--- src/rtl/lsu_access_ctrl_if.sv ---
// Request / response / memory bus bundle for the LSU access sequencer.
interface lsu_access_ctrl_if;
    logic        req_valid;
    logic        req_ready;
    logic        req_store;
    logic [1:0]  req_size;
    logic        req_signed;
    logic [31:0] base;
    logic [31:0] offset;
    logic [31:0] wdata;
    logic        rsp_valid;
    logic [31:0] rsp_data;
    logic        rsp_err;
    logic [31:0] mem_addr;
    logic        mem_we;
    logic [31:0] mem_wdata;
    logic [31:0] mem_rdata;

    modport slave (
        input  req_valid, req_store, req_size, req_signed, base, offset, wdata, mem_rdata,
        output req_ready, rsp_valid, rsp_data, rsp_err, mem_addr, mem_we, mem_wdata
    );

    modport master (
        output req_valid, req_store, req_size, req_signed, base, offset, wdata, mem_rdata,
        input  req_ready, rsp_valid, rsp_data, rsp_err, mem_addr, mem_we, mem_wdata
    );
endinterface

--- src/rtl/lsu_access_ctrl.sv ---
// Load/store sequencer in front of a word-wide memory: base+offset addressing,
// sub-word loads with extension, sub-word stores via read-modify-write.
module lsu_access_ctrl #(
    parameter bit ERR_ON_MISALIGN = 1'b1
) (
    input  logic              clk,
    input  logic              rst_n,
    lsu_access_ctrl_if.slave  bus
);
    typedef enum logic [1:0] {IDLE, READ, WAIT, WRITE} state_e;

    // Only what the later states need: the byte lane and the sub-word store data.
    // Word store data goes straight to mem_wdata at accept.
    typedef struct packed {
        logic        store;
        logic [1:0]  size;
        logic        sgn;
        logic [1:0]  lo;
        logic [15:0] wd;
    } req_t;

    state_e      state_q, state_d;
    req_t        req_q, req_d;
    logic        rsp_valid_q, rsp_valid_d;
    logic [31:0] rsp_data_q, rsp_data_d;
    logic        rsp_err_q, rsp_err_d;
    logic [31:0] mem_addr_q, mem_addr_d;
    logic [31:0] mem_wdata_q, mem_wdata_d;

    logic [31:0] byte_addr, eff_addr, load_val, merged;
    logic        misalign, req_err, accept;
    logic [7:0]  lane_b;
    logic [15:0] lane_h;

    assign accept = bus.req_valid && (state_q == IDLE);

    // Address formation, alignment check and optional forced alignment.
    always_comb begin
        byte_addr = bus.base + bus.offset;
        misalign  = ((bus.req_size == 2'b01) && byte_addr[0]) ||
                    ((bus.req_size == 2'b10) && (byte_addr[1:0] != 2'b00));
        eff_addr  = byte_addr;
        if (!ERR_ON_MISALIGN) begin
            if (bus.req_size == 2'b01)      eff_addr[0]   = 1'b0;
            else if (bus.req_size == 2'b10) eff_addr[1:0] = 2'b00;
        end
        req_err = (bus.req_size == 2'b11) || (ERR_ON_MISALIGN && misalign);
    end

    // Lane extraction for loads and lane insertion for sub-word stores.
    always_comb begin
        lane_b = bus.mem_rdata[{req_q.lo, 3'b000} +: 8];
        lane_h = bus.mem_rdata[{req_q.lo[1], 4'b0000} +: 16];
        case (req_q.size)
            2'b00:   load_val = req_q.sgn ? {{24{lane_b[7]}}, lane_b} : {24'b0, lane_b};
            2'b01:   load_val = req_q.sgn ? {{16{lane_h[15]}}, lane_h} : {16'b0, lane_h};
            default: load_val = bus.mem_rdata;
        endcase
        merged = bus.mem_rdata;
        if (req_q.size == 2'b00) merged[{req_q.lo, 3'b000} +: 8]     = req_q.wd[7:0];
        else                     merged[{req_q.lo[1], 4'b0000} +: 16] = req_q.wd;
    end

    // FSM state register; reset aborts any in-flight access immediately.
    always_ff @(posedge clk or negedge rst_n) begin
        if (!rst_n) state_q <= IDLE;
        else        state_q <= state_d;
    end

    // FSM next state.
    always_comb begin
        state_d = state_q;
        case (state_q)
            IDLE:  if (accept && !req_err)
                       state_d = (bus.req_store && bus.req_size == 2'b10) ? WRITE : READ;
            READ:  state_d = WAIT;
            WAIT:  state_d = req_q.store ? WRITE : IDLE;
            WRITE: state_d = IDLE;
            default: state_d = IDLE;
        endcase
    end

    // FSM outputs; mem_we follows the state so reset drops it asynchronously.
    always_comb begin
        bus.req_ready = (state_q == IDLE);
        bus.mem_we    = (state_q == WRITE);
    end

    // Datapath next values: request latch, memory address/data, response.
    always_comb begin
        req_d       = req_q;
        rsp_valid_d = 1'b0;
        rsp_data_d  = rsp_data_q;
        rsp_err_d   = rsp_err_q;
        mem_addr_d  = mem_addr_q;
        mem_wdata_d = mem_wdata_q;
        case (state_q)
            IDLE: if (accept) begin
                req_d = '{store: bus.req_store, size: bus.req_size, sgn: bus.req_signed,
                          lo: eff_addr[1:0], wd: bus.wdata[15:0]};
                if (req_err) begin
                    rsp_valid_d = 1'b1;
                    rsp_err_d   = 1'b1;
                    rsp_data_d  = '0;
                end else begin
                    mem_addr_d = {2'b00, eff_addr[31:2]};
                    if (bus.req_store && bus.req_size == 2'b10) mem_wdata_d = bus.wdata;
                end
            end
            WAIT: if (req_q.store) begin
                mem_wdata_d = merged;
            end else begin
                rsp_valid_d = 1'b1;
                rsp_err_d   = 1'b0;
                rsp_data_d  = load_val;
            end
            WRITE: begin
                rsp_valid_d = 1'b1;
                rsp_err_d   = 1'b0;
                rsp_data_d  = '0;
            end
            default: ;
        endcase
    end

    // Datapath registers.
    always_ff @(posedge clk or negedge rst_n) begin
        if (!rst_n) begin
            req_q       <= '0;
            rsp_valid_q <= 1'b0;
            rsp_data_q  <= '0;
            rsp_err_q   <= 1'b0;
            mem_addr_q  <= '0;
            mem_wdata_q <= '0;
        end else begin
            req_q       <= req_d;
            rsp_valid_q <= rsp_valid_d;
            rsp_data_q  <= rsp_data_d;
            rsp_err_q   <= rsp_err_d;
            mem_addr_q  <= mem_addr_d;
            mem_wdata_q <= mem_wdata_d;
        end
    end

    assign bus.rsp_valid = rsp_valid_q;
    assign bus.rsp_data  = rsp_data_q;
    assign bus.rsp_err   = rsp_err_q;
    assign bus.mem_addr  = mem_addr_q;
    assign bus.mem_wdata = mem_wdata_q;
endmodule

--- src/flat_wrapper.sv ---
// flat-port wrapper written by rule: the top's interface ports become plain ports
module lsu_access_ctrl_flat 
#(
    parameter bit ERR_ON_MISALIGN = 1'b1
)
  (clk, rst_n, bus_req_valid, bus_req_store, bus_req_size, bus_req_signed, bus_base, bus_offset, bus_wdata, bus_mem_rdata, bus_req_ready, bus_rsp_valid, bus_rsp_data, bus_rsp_err, bus_mem_addr, bus_mem_we, bus_mem_wdata);
  lsu_access_ctrl_if bus_i ();
  input  logic clk;
  input  logic rst_n;
  input wire logic [$bits(bus_i.req_valid)-1:0] bus_req_valid;
  input wire logic [$bits(bus_i.req_store)-1:0] bus_req_store;
  input wire logic [$bits(bus_i.req_size)-1:0] bus_req_size;
  input wire logic [$bits(bus_i.req_signed)-1:0] bus_req_signed;
  input wire logic [$bits(bus_i.base)-1:0] bus_base;
  input wire logic [$bits(bus_i.offset)-1:0] bus_offset;
  input wire logic [$bits(bus_i.wdata)-1:0] bus_wdata;
  input wire logic [$bits(bus_i.mem_rdata)-1:0] bus_mem_rdata;
  output wire logic [$bits(bus_i.req_ready)-1:0] bus_req_ready;
  output wire logic [$bits(bus_i.rsp_valid)-1:0] bus_rsp_valid;
  output wire logic [$bits(bus_i.rsp_data)-1:0] bus_rsp_data;
  output wire logic [$bits(bus_i.rsp_err)-1:0] bus_rsp_err;
  output wire logic [$bits(bus_i.mem_addr)-1:0] bus_mem_addr;
  output wire logic [$bits(bus_i.mem_we)-1:0] bus_mem_we;
  output wire logic [$bits(bus_i.mem_wdata)-1:0] bus_mem_wdata;
  assign bus_i.req_valid = bus_req_valid;
  assign bus_i.req_store = bus_req_store;
  assign bus_i.req_size = bus_req_size;
  assign bus_i.req_signed = bus_req_signed;
  assign bus_i.base = bus_base;
  assign bus_i.offset = bus_offset;
  assign bus_i.wdata = bus_wdata;
  assign bus_i.mem_rdata = bus_mem_rdata;
  assign bus_req_ready = bus_i.req_ready;
  assign bus_rsp_valid = bus_i.rsp_valid;
  assign bus_rsp_data = bus_i.rsp_data;
  assign bus_rsp_err = bus_i.rsp_err;
  assign bus_mem_addr = bus_i.mem_addr;
  assign bus_mem_we = bus_i.mem_we;
  assign bus_mem_wdata = bus_i.mem_wdata;
  lsu_access_ctrl #(.ERR_ON_MISALIGN(ERR_ON_MISALIGN)) u_core (.clk(clk), .rst_n(rst_n), .bus(bus_i));
endmodule
--- config.mk ---
export PLATFORM = sky130hd
export DESIGN_NAME = lsu_access_ctrl_flat
export DESIGN_NICKNAME = d
export VERILOG_FILES = /design/src/rtl/lsu_access_ctrl_if.sv /design/src/rtl/lsu_access_ctrl.sv /design/src/flat_wrapper.sv
export SDC_FILE = /design/constraint.sdc
export NUM_CORES = 1
export LEC_CHECK = 0
export ABC_AREA = 1
export CAP_MARGIN = 20
export CORE_MARGIN = 2
export CORE_UTILIZATION = 40
export DETAILED_ROUTE_END_ITERATION = 7
export PLACE_DENSITY_LB_ADDON = 0.15
export SYNTH_ARGS = -nofsm -noshare
export SYNTH_HDL_FRONTEND = slang
export SYNTH_SLANG_ARGS = --single-unit
--- constraint.sdc ---
create_clock -name clk -period 2.3 [get_ports clk]
set_input_delay 0.345 -clock clk [delete_from_list [all_inputs] [get_ports clk]]
set_output_delay 0.345 -clock clk [all_outputs]
set_load 0.005 [all_outputs]
Word-level counts from Yosys, hierarchy flattened

Index checks and enable logic that the tools add are counted.
W data, S select, Z words.

Logic and storage cells: 79
Input bits: 135
Bits in registers: 120
Output and inout bits: 100

Equal/unequal tests: 14
Add/sub/neg operators: 3
Shifts and indexed selects: 6
Multiplexer cells: 27
Reductions and logical operators: 17
Bitwise operators: 1

Operators by type and width:

| kind                      | count |
|---|---|
| $mux W32                  | 10 |
| $pmux W32 S2              | 2 |
| $pmux W32 S3              | 1 |
| $bwmux W32                | 2 |
| $add A32 B32 Y32          | 1 |
| $shift A16 B7 Y32 const A | 1 |
| $shift A8 B7 Y32 const A  | 1 |
| $shiftx A16 B7 Y32        | 1 |
| $shiftx A32 B6 Y16        | 1 |
| $shiftx A32 B6 Y8         | 1 |
| $shiftx A8 B7 Y32         | 1 |
| $neg A5 Y7                | 2 |
| $ne A2 B1 Y1 const B      | 5 |
| $eq A2 B2 Y1 const B      | 4 |
| $pmux W2 S4               | 1 |
| $eq A2 B1 Y1 const B      | 3 |
| $mux W1                   | 6 |
| $mux W2                   | 3 |
| $pmux W1 S3               | 2 |
| $logic_and A1 B1 Y1       | 5 |
| $reduce_and A5 Y1         | 1 |
| $logic_not A2 Y1          | 2 |
| $ne A2 B2 Y1 const B      | 2 |
| $reduce_and A4 Y1         | 1 |
| other kinds (7)           | 9 |

Longest topological paths before layout

Gate-level depths: netlist of run 1.

Depth in word-level cells: 9
Mapped depth: 13
Gate-level depth less buffers: 13

Least setup slack after synthesis of run 1

No wires, ideal clock.

Path kind: reg-to-reg
Start: register u_core.req_q[17] in the netlist's numbering
End: register u_core.mem_wdata_q[6] (netlist: u_core.bus.mem_wdata[6])
Path buffers: 3
Path slack: 0.145 ns
Stages on the path, launching flop included: 10
Data required time: 2.223 ns
Period minus slack after synthesis: 2.155 ns
Data arrival time: 2.078 ns
Library setup time: 0.077 ns
Path through: dfrtp_1 -> buf_2 -> inv_1 -> clkbuf_1 -> ha_1 -> clkbuf_1 -> nand4_1 -> nor2_1 -> o221ai_1 -> a21oi_1

Cells in the longest elaborated chain, start to end: 6
Elaborated cells on any way between the ends: 11
Those cells by class: add/sub: 2; shift: 4; mux: 5

RTL lines:

| what                                             | line                                         | source |
|---|---|---|
| from (decl)                                      | lsu_access_ctrl.sv:23                        | `req_t req_q, req_d;` |
| from (signal assigned)                           | lsu_access_ctrl.sv:136                       | `req_q <= req_d;` |
| $neg A5 Y7 (on tied branches)                    | lsu_access_ctrl.sv:61, lsu_access_ctrl.sv:60 |  |
| $shiftx A16 B7 Y32, or another cell as far along | lsu_access_ctrl.sv:61                        | `else merged[{req_q.lo[1], 4'b0000} +: 16] = req_q.wd;` |
| $bwmux W32 (on tied branches)                    | lsu_access_ctrl.sv:61, lsu_access_ctrl.sv:60 |  |
| $mux W32 (*)                                     | lsu_access_ctrl.sv:60                        | `if (req_q.size == 2'b00) merged[{req_q.lo, 3'b000} +: 8] = req_q.wd[7:0];` |
| $mux W32 (*)                                     | lsu_access_ctrl.sv:110                       | `WAIT: if (req_q.store) begin` |
| $pmux W32 S2 (*)                                 | lsu_access_ctrl.sv:97                        | `case (state_q)` |
| to (signal assigned)                             | lsu_access_ctrl.sv:141                       | `mem_wdata_q <= mem_wdata_d;` |
| to (decl)                                        | lsu_access_ctrl.sv:28                        | `logic [31:0] mem_wdata_q, mem_wdata_d;` |

Mark *: on every way between the ends. The rest lies on a longest branch, timed or not. The select of a mux whose other input is x is not followed.
A chain may end at the register's enable or synchronous reset.

Final worst setup path of run 1

Start: input bus_base[0]
End: register u_core.mem_wdata_q[13] (netlist: u_core.bus.mem_wdata[13])

Cells in the longest elaborated chain, start to end: 7
Elaborated cells on any way between the ends: 8
Those cells by class: add/sub: 1; eq/ne: 1; reduce/logical: 6

RTL lines:

| what                            | line                  | source |
|---|---|---|
| from (decl)                     | flat_wrapper.sv:14    | `input wire logic [$bits(bus_i.base)-1:0] bus_base;` |
| $add A32 B32 Y32 (*)            | lsu_access_ctrl.sv:39 | `byte_addr = bus.base + bus.offset;` |
| $reduce_bool A2 Y1              | lsu_access_ctrl.sv:41 | `((bus.req_size == 2'b10) && (byte_addr[1:0] != 2'b00));` |
| $logic_and A1 B1 Y1             | lsu_access_ctrl.sv:41 |  |
| $logic_or A1 B1 Y1 (*)          | lsu_access_ctrl.sv:40 | `misalign = ((bus.req_size == 2'b01) && byte_addr[0]) \|\|` |
| $logic_or A1 B1 Y1 (*)          | lsu_access_ctrl.sv:47 | `req_err = (bus.req_size == 2'b11) \|\| (ERR_ON_MISALIGN && misalign);` |
| $ne A2 B2 Y1 (no line) (*)      | -                     |  |
| $reduce_and A5 Y1 (no line) (*) | -                     |  |

Mark *: on every way between the ends. The rest lies on a longest branch, timed or not.

==> impl_metrics.tcl, run 1 <==
set metrics [dict create \
    die_x_um 151 \
    fin_tns_setup_ns 0 \
    dp_cells 1802 \
    dr_total_vias 9445 \
    layout-drive-gt1-share_pct 8.63 \
    die_h_um 151 \
    worstMarginPinSlew_ns 0.735 \
    path_max_fanout 7 \
    slew-limit-headroom_pct 50.9 \
    ys_seq_elements 120 \
    path_cells "dlymetal6s2s_1 > ha_2 > inv_2 > fa_2 > nand3_2 > nand2_2 > nor2_4 > nor3_4 > clkinv_4 > clkbuf_16 > a21oi_2 > a21oi_1" \
    drt_iter0_drc 715 \
    reg2reg_from "u_core.state_q[1]" \
    slowest_delay_ns 0.56 \
    numCtsBuffers 17 \
    synthCells 1299 \
    design.portCount 235 \
    critPathBufInv 4 \
    most-common-layout-cells "nand2_1, clkdlybuf4s50_1, inv_1, o21ai_0, dfrtp_1" \
    place_congestion 0.887 \
    cts_buffer_depth 2 \
    critPathSlowestCell "fa_2" \
    portBuffers 232 \
    worstSkewPairLatency_ns 0.41 \
    dp_hpwl_um 22100 \
    design_area_sq_mm 0.0123 \
    wl_per_cell_um 15.7 \
    max_freq_ghz 0.488 \
    route.detailed.drc 0 \
    finalHoldViolations 0 \
    start_util_pct 41.0 \
    clock_skew_ns 0.00803 \
    cts_tree "built" \
    critPathCaptureType "register" \
    final_nets 1724 \
    netlist.area_leader.share_pct 34.8 \
    status "completed" \
    htreeDepth 4 \
    leakage_nw 5.88 \
    syn_area_sq_mm 0.00864 \
    synth.largest_area_cell "dfrtp_1" \
    grt_pass1_wl_um 44000 \
    area_growth_pct 42.9 \
    timing.final.ws_setup_ns 0.249 \
    layout_commonest_cell "nand2_1" \
    period_minus_slack_ns 2.05 \
    via_per_inst 5.13 \
    crit_arrival_ns 2.34 \
    grt_antenna_before_repair 3 \
    grt_use_total_pct 24.8 \
    netlist_top_cells_area "dfrtp_1, nand2_1, inv_1" \
    hold_class "in -> async" \
    cp.required_ns 2.58 \
    ys_warn_count 0 \
    crit_type "in -> reg" \
    hold_ws_ns 0.364 \
    total_power_mw 13.9 \
    fin_util_pct 58.5 \
    startpoint "bus_base[0]" \
    dpl_cell_area_sq_mm 0.0115 \
    min_period_over_period_pct 89.2 \
    routed_wl_um 28800 \
    ys_seq_area_share_pct 34.8 \
    grt_max_degree 78 \
    root_buffer "clkbuf_16" \
    rsz0062_at_grt "no" \
    fin_cells 1841 \
    dp_slack_ns -0.375 \
    grt_pass1_vias 8698 \
    drv_cap 0 \
    core_area_sq_mm 0.0211 \
    rows 53 \
    vdd_drop_max_mv 0.842 \
    finalSetupViolations 0 \
    cpLargestDelayFamily "adder cells" \
    final_antenna_net_count 0 \
    synthDistinctLibCells 39 \
    grt-ovfl-total 0 \
    powerDensity_mw_per_mm2 1130 \
    dieArea_sq_mm 0.0228 \
    clkSinkCount 120 \
    startpoint_type "input pin" \
    slew_violations 0 \
    clk_pin_slew_ns 0.05 \
    avgSynthCellArea_sq_um 6.65 \
    firstDrtPassIters 5 \
]
[cell families after synthesis]
logic type,Yosys count,share of synthesized area (%)
and+or+nand+nor,557,26.1
AOI/OAI and AO/OA,318,20.2
buffers and inverters,245,11.1
DFF,120,34.8
adders and majority gates,37,5.45
xor gates and xnor gates,13,1.32
muxes,8,1.04
other,1,0.0434
[layout make-up]
cell class                      instances  area (sq um)
Antenna cell                            1          2.50
Clock buffer                           24           482
Clock inverter                          8          95.1
Fill cell                            2026          8740
Inverter                              192           726
Multi-Input combinational cell        935          4800
Sequential cell                       120          3000
Tap cell                              275           344
Timing Repair Buffer                  286          2890
[repair_timing]
item / in CTS / in global routing
endpoints found under the hold margin: 17 / 0
gates resized for setup: 0 / 41
setup endpoints to repair: 0 / 25
setup buffers: 0 / 2
hold buffers: 1 / 0
[final timing paths]
| kind | to | slack, ns | depth (start not counted) |
|---|---|---|---|
| worst max-delay path | u_core.bus.mem_wdata[13] | 0.25 | 12 |
| worst min-delay path | u_core.bus.rsp_data[30] | 0.36 | 2 |
| worst max register to register | u_core.bus.rsp_data[23] | 0.29 | 8 |
| worst min register to register | u_core.bus.mem_addr[25] | 0.48 | 2 |
| max in group asynchronous | u_core.bus.mem_wdata[28] | 1.25 | 3 |
| min in group clk | u_core.req_q[16] | 0.45 | 4 |
[flip-flops by register name, indices dropped and copies added, names as in the netlist]
signal and flops:
u_core.bus.mem_addr 30, u_core.state_q 2, u_core.req_q 22, u_core.bus.rsp_err 1, u_core.bus.rsp_data 32, u_core.bus.mem_wdata 32, u_core.bus.rsp_valid 1
[layer usage]
layer  vias to the layer above  wire length [um]  global-route usage (%)
met5                         -                30                       0
met1                      4297             11500                    29.5
li1                       4737                 -                       -
met3                        61              1820                    4.19
met2                       346             14600                    45.2
met4                         4               860                    8.36
[power breakdown]
part           internal, mW  leakage [nW]  total, mW  switching (mW)
logic                  3.50          4.12       7.59            4.09
registers              3.10          1.47       3.74           0.644
clock network          1.67         0.280       2.61           0.936
[synthesized netlist by cell type, drive strengths merged]
cell type	n
o211ai	12
xor2	1
and2	1
nand3	61
conb	1
dfrtp	120
a21o	1
nor4	1
o21bai	3
nand4	4
a21oi	114
nor3	6
nand3b	4
o221ai	13
buf	21
fa	1
o21ai	132
nand2	374
nor2	105
inv	192
mux2	8
or2	1
clkbuf	32
ha	36
o22ai	43
xnor2	12
No activity file was read; power rests on OpenSTA's default activity.
==> inputs of run 2 (changes only) <==
--- a/config.mk
+++ b/config.mk
@@ -9,6 +9,7 @@
 export CAP_MARGIN = 20
 export CORE_MARGIN = 2
 export CORE_UTILIZATION = 40
+export CTS_CLUSTER_SIZE = 30
 export DETAILED_ROUTE_END_ITERATION = 7
 export PLACE_DENSITY_LB_ADDON = 0.15
 export SYNTH_ARGS = -nofsm -noshare
==> results of run 2 <==
The final DEF is identical to that of run 1; final timing and power are the same.
